File: config.mk
export PLATFORM = sky130hd
export DESIGN_NAME = cnn_chan_reduce
export DESIGN_NICKNAME = d
export VERILOG_FILES = /design/src/rtl/cnn_chan_reduce.sv
export SDC_FILE = /design/constraint.sdc
export NUM_CORES = 1
export LEC_CHECK = 0
export CORE_MARGIN = 2
export CORE_UTILIZATION = 43
export DETAILED_ROUTE_END_ITERATION = 6
export MAX_ROUTING_LAYER = met4
export PLACE_DENSITY = 0.89
export REMOVE_ABC_BUFFERS = 1
export SLEW_MARGIN = 30
export SYNTH_ARGS = -nofsm -noshare
export SYNTH_HDL_FRONTEND = slang
export SYNTH_SLANG_ARGS = --single-unit
File: constraint.sdc
create_clock -name clk -period 6.26 [get_ports clk]
set_input_delay 1.252 -clock clk [delete_from_list [all_inputs] [get_ports clk]]
set_output_delay 1.252 -clock clk [all_outputs]
set_load 0.01 [all_outputs]
File: src/rtl/cnn_chan_reduce.sv
// cnn_chan_reduce: sums CH signed channels per beat over NACC beats, shifts,
// narrows to OUT_W bits and hands the result to a transmitter.
// Optional macro CNN_RED_SAT_EN: saturate on narrowing and flag clipping on ovf;
// when undefined the result wraps and ovf stays 0.
module cnn_chan_reduce #(
  parameter int unsigned CH    = 4,
  parameter int unsigned DW    = 18,
  parameter int unsigned OUT_W = 8,
  parameter int unsigned NACC  = 1,
  parameter int unsigned SHIFT = 0
) (
  input  logic                    clk,
  input  logic                    rst,
  input  logic                    strt,
  input  logic                    vld,
  input  logic [CH*DW-1:0]        din,
  input  logic                    tx_done,
  output logic                    bsy,
  output logic                    trmt,
  output logic signed [OUT_W-1:0] dout,
  output logic                    ovf
);

  localparam int unsigned AW = DW + $clog2(CH) + $clog2(NACC) + 1;
  localparam int unsigned CW = (NACC > 1) ? $clog2(NACC) : 1;
  localparam int unsigned EW = ((AW > OUT_W) ? AW : OUT_W) + 1;

  typedef enum logic [1:0] {IDLE, ACC, OUT, WAIT} state_t;

  state_t                  state;
  logic signed [AW-1:0]    acc;
  logic [CW-1:0]           cnt;
  logic signed [AW-1:0]    beat_sum;
  logic signed [AW-1:0]    total;
  logic signed [AW-1:0]    shifted;
  logic signed [EW-1:0]    ext;
  logic signed [OUT_W-1:0] res;
  logic                    clip;

  // Signed sum of all channels of the current beat
  always_comb begin
    beat_sum = '0;
    for (int k = 0; k < CH; k++) begin
      beat_sum = beat_sum + AW'($signed(din[k*DW +: DW]));
    end
  end

  // Running total including the current beat, scaled and sign-extended
  always_comb begin
    total   = acc + beat_sum;
    shifted = total >>> SHIFT;
    ext     = EW'(shifted);
  end

`ifdef CNN_RED_SAT_EN
  localparam logic signed [EW-1:0] SAT_MAX = EW'((64'd1 << (OUT_W - 1)) - 64'd1);
  localparam logic signed [EW-1:0] SAT_MIN = ~SAT_MAX;

  // Clamp the scaled total into the signed output range
  always_comb begin
    res  = ext[OUT_W-1:0];
    clip = 1'b0;
    if (ext > SAT_MAX) begin
      res  = OUT_W'(SAT_MAX);
      clip = 1'b1;
    end else if (ext < SAT_MIN) begin
      res  = OUT_W'(SAT_MIN);
      clip = 1'b1;
    end
  end
`else
  logic unused_hi;

  // Keep only the low output bits; clipping is never reported
  always_comb begin
    res       = ext[OUT_W-1:0];
    clip      = 1'b0;
    unused_hi = ^ext[EW-1:OUT_W];
  end
`endif

  // Control FSM with accumulator, beat counter and registered outputs
  always_ff @(posedge clk or posedge rst) begin
    if (rst) begin
      state <= IDLE;
      acc   <= '0;
      cnt   <= '0;
      bsy   <= 1'b0;
      trmt  <= 1'b0;
      dout  <= '0;
      ovf   <= 1'b0;
    end else begin
      trmt <= 1'b0;
      case (state)
        IDLE: begin
          if (strt) begin
            acc   <= '0;
            cnt   <= '0;
            bsy   <= 1'b1;
            state <= ACC;
          end
        end
        ACC: begin
          if (vld) begin
            if (cnt == CW'(NACC - 1)) begin
              dout  <= res;
              ovf   <= clip;
              trmt  <= 1'b1;
              state <= OUT;
            end else begin
              acc <= total;
              cnt <= cnt + CW'(1);
            end
          end
        end
        OUT: begin
          state <= WAIT;
        end
        WAIT: begin
          if (tx_done) begin
            bsy   <= 1'b0;
            state <= IDLE;
          end
        end
        default: state <= IDLE;
      endcase
    end
  end

endmodule

Word-level counts from Yosys, hierarchy flattened. Index checks and enable logic that the tools add are counted.

Register bits: 34. Input bits: 77. Output and inout port bits: 11.

$add $sub $neg: 5. Equal/unequal tests: 8. Mux-type cells: 19. Bitwise gates (word level): 1. Reduce and logical (&&, ||, !) cells: 8.

Operators by type and width (count): two-way mux 21 bit (3); one-hot mux 21 bit (2 select lines) (1); adder 20 x 18 -> 21 bit (1); adder 21 bit (1); adder 19 x 18 -> 20 bit (1); adder 18 x 18 -> 19 bit (1); inequality test 2 bit (second input constant) (5); AND reduction 3 bit (3); two-way mux 1 bit (8); two-way mux 2 bit (4); one-hot mux 2 bit (4 select lines) (1); AND reduction 4 bit (2); == test 2 bit (second input constant) (2); one-hot mux 1 bit (2 select lines) (2); nonzero test 2 bit (2); == test 2 x 1 -> 1 bit (second input constant) (1); logical NOT 2 bit (1); adder 1 bit (second input constant) (1); NOT 1 bit (1).

Logic depth before layout (Yosys ltp).
Depth in word-level cells: 7. Mapped depth: 13.

Worst setup path before layout. Ideal clock, no wire load.

Path kind: input to register. Start point: input din[1]. End point: register dout[7]. Library setup time: 0.132 ns. Arrival time: 3.977 ns. Data required time: 6.128 ns. Slack: 2.151 ns. Cell stages on the path: 13. Path through: inv_1 > fa_1 > fa_1 > fa_1 > inv_1 > ha_1 > inv_1 > fa_1 > nor2b_1 > o31a_1 > o22ai_2 > xnor2_1 > o21ai_1.

Longest elaborated chain between the ends: 4.

RTL lines: start: declaration (RTL line 16) `input logic [CH*DW-1:0] din,`; adder 18 x 18 -> 19 bit (RTL line 44) `beat_sum = beat_sum + AW'($signed(din[k*DW +: DW]));`; adder 19 x 18 -> 20 bit (RTL line 44); adder 20 x 18 -> 21 bit (RTL line 44); adder 21 bit (RTL line 50) `total = acc + beat_sum;`; end signal: assignment (RTL line 106) `dout <= res;`; end: declaration (RTL line 20) `output logic signed [OUT_W-1:0] dout,`.

No other way between the ends. A chain may end at the register's enable or synchronous reset.

Final worst setup path. Same ends and word-level chain as after synthesis.

==> results.md <==
* FILL cells at 322
* CTS Sinks at 20
* Reg2reg end: dout[7]
* Placed inst area at 2190 um2
* Count leader, synth: inv_1
* Chip Width at 66.5 um
* Syn Inst Count at 170
* Number of flops mapped to enable cells by yosys at 0
* Worst R2R Setup Slack at 3.83 ns
* Routed WL per cell at 10.9 um
* FF+latch count, synth at 20
* Core Box Area at 3720 um2
* Drt first pass iters at 4
* TritonCTS clock tree: built
* Hold Path Stages at 2
* Startpoint types: primary input
* GP Congestion at 0.830
* Layout Nets at 328
* Hold crit path type: reg2reg
* Reg2Reg Depth at 11
* Vias at 1,258
* Vias per cell at 4.73
* First-pass GRT wire length at 4990 um
* Synth cell count leaders: inv_1 (50), dfrtp_1 (20), fa_1 (20)
* Synthesized area at 1680 um2
* Worst hold margin at 0.499 ns
* Post-route minimum period at 4.54 ns
* Antenna diodes at 0
* 1st-iter DRT viols at 24
* GRT overflow at 0
* Worst VDD drop at 249 uV
* Post-synth ARST share at 100%
* Hold Crit Endpoint: dout[2]
* Synth warn at 0
* Fin. max-slew vios at 0
* # setup viols final at 0
* Initial Utilization at 45.3%
* Avg Cell Area, Syn at 9.89 um2
* Hold_sp: dout[2]
* Dpl cells at 262
* Total die area at 4430 um2
* Fraction of layout cells with a size suffix above 1 at 5.05%
* Sequential share of power at 24.3%
* Routed Antenna Nets at 0
* Combinational Power Share at 62.0%
* GR Layer Usage met3 at 4.56%
* CP endpoint kind: register
* Req. time, crit path at 6.39 ns
* DRC viols at 0
* Status: finished clean
* Die Ht at 66.5 um
* Total power at 0.000929 W
* H-tree depth at 1
* Initial antenna violation count at 0
* Clock Path Buffers at 2
* Met1 GRT Util at 18.9%
* P_int at 0.000562 W
* Critical path's top delay family: adder cells
* Most used DFF post-synth: dfrtp_1
* Net switching power at 0.000367 W
* Met2 Use GR at 24.6%
* Yosys cell types at 30
* Worst-Skew Late Latency at 0.26 ns
* Leading area contributor after synthesis: dfrtp_1
* RSZ-0062 raised after global routing: no
* Final Skew at 0.00732 ns
* Top cell by count, worst path: fa_1
* Total setup buffers inserted after CTS at 0
* Detailed Route WL at 2890 um
* Crit Path Class: in2reg
* Clock network fraction of total power at 13.7%
* Synth area leaders: dfrtp_1 (30%), fa_1 (24%), inv_1 (11%), ha_1 (8.9%), xnor2_1 (4.7%)
* R2r startpoint: acc[1]
* Pin count of the biggest net entering global routing at 21
* Critical Path Max Stage Delay at 0.56 ns
* # hold bufs at CTS at 0
* Clk root buf: clkbuf_8
* Setup TNS at 0 ns
* Slew @ Worst Pin at 0.730 ns
* All-Layer GR Usage at 15.1%
* Leak pwr at 1.12 nW
* Ports at 88
* CP max stage cell: fa_1
* Placed wire-length estimate at 2420 um
* P per Cell Area at 411 nW/um2
* Max Freq at 220 MHz
* Global routing's busiest layer: met2
* Share of the synthesized area in the top cell type at 29.8%
* Arr. time, crit path at 4.66 ns
* Total CTS buffers at 3
* Final non-filler cell total at 266
* Post-synthesis sequential area ratio at 29.8%
* Layout area overhead at 34.5%
* Vias in the first global route at 1,203
* Final Hold Fails at 0
* Crit-path cells: clkdlybuf4s50_1, inv_1, fa_1, fa_1, fa_1, inv_1, ha_1, inv_1, fa_1, nor2b_1, o31a_1, o22ai_2, xnor2_1, o21ai_1
* Max-Slew Margin vs Limit at 51.3%
* Max-cap violations at 0
* Crit share post-route at 72.5%
* Port Buf Inserts at 46
* CTS resizes at 0
* Switch share at 39.5%
* Clock-pin transition on the worst setup and hold timing paths at 0.08 ns
* CP max FO at 2
* Final instance area at 2260 um2
* Rows at 22
* Worst Path Buf+Inv at 4
## power groups by stage
| stage | registers (W) | logic (W) | clock network (W) |
|---|---|---|---|
| after floorplan | 0.000234 | 0.000396 | 0 |
| after global placement | 0.000227 | 0.000555 | 0 |
| final | 0.000226 | 0.000576 | 0.000127 |
| after CTS | 0.000226 | 0.000583 | 0.000130 |
| after detailed placement | 0.000228 | 0.000574 | 0 |
| after global routing | 0.000233 | 0.000649 | 0.000134 |
## final cells by class
| cell class | count | area (um2) | share of cell area (%) |
|---|---|---|---|
| Clock inverter | 1 | 30.0 | 1.33 |
| Multi-Input combinational cell | 98 | 982 | 43.4 |
| Timing Repair Buffer | 46 | 460 | 20.4 |
| Tap cell | 48 | 60.1 | 2.65 |
| Clock buffer | 3 | 41.3 | 1.83 |
| Inverter | 50 | 188 | 8.30 |
| Sequential cell | 20 | 500 | 22.1 |
## how the worst max path moves through the flow
stage                       from  endpoint  slack (ns)  cells after the start
after floorplan           din[1]   dout[7]        2.15                     13
after global placement    din[1]   dout[7]        1.47                     14
after detailed placement  din[1]   dout[7]        1.45                     14
after CTS                 din[1]   dout[7]        1.69                     14
after global routing      din[1]   dout[7]        1.53                     14
final                     din[1]   dout[7]        1.72                     14
## registers in the layout (all words and copies together), names as in the netlist
signal  flops
bsy         1
acc         8
trmt        1
state       2
dout        8
## routing by layer
layer	up-vias	part of all wire [%]
met1	608	42
li1	618	-
met2	30	52
met5	-	0
met4	0	0.35
met3	2	5.8
## per-stage QoR
stage / utilization [%] / worst slack (ns)
after floorplan: - / 2.15
after global placement: 59.0 / 1.47
after detailed placement: 59.0 / 1.45
after CTS: 60.9 / 1.69
after global routing: 60.9 / 1.53
final: 60.9 / 1.72
## layout by cell type (no fill, tap or decap)
cell / count
o21a_1: 1
nand2_1: 13
nand3_1: 2
xor2_1: 1
a21o_1: 1
nor2b_1: 1
ha_1: 12
o22ai_2: 1
a222oi_1: 1
dfrtp_1: 20
or2_2: 1
and3_1: 1
xnor2_1: 9
o21ai_1: 2
nor2_1: 2
mux2_2: 4
a22o_1: 5
clkdlybuf4s50_1: 46
a21oi_1: 2
o22ai_1: 1
bufinv_16: 1
conb_1: 1
a21oi_2: 1
fa_1: 20
inv_1: 50
o21ai_0: 11
a211oi_1: 1
clkbuf_8: 3
nand2b_1: 2
nor4bb_1: 1
o31a_1: 1
## worst register-to-register path, stage by stage (launching register included)
cell and delay [ns]:
dfrtp_1 0.35, inv_1 0.06, fa_1 0.46, inv_1 0.07, ha_1 0.18, inv_1 0.06
fa_1 0.40, nor2b_1 0.16, o31a_1 0.18, o22ai_2 0.09, xnor2_1 0.19, o21ai_1 0.08
## cell families after synthesis
logic type      count (synthesis)  share of synthesized area, %
other cells                     1                         0.223
mux                             4                          2.68
fa+ha+maj                      32                          32.7
compound gates                 28                          11.2
buf+inv                        52                          11.8
xor+xnor                       10                          5.21
simple gates                   23                          6.40
flops                          20                          29.8
Note: power is estimated with default switching activity, not from simulation.
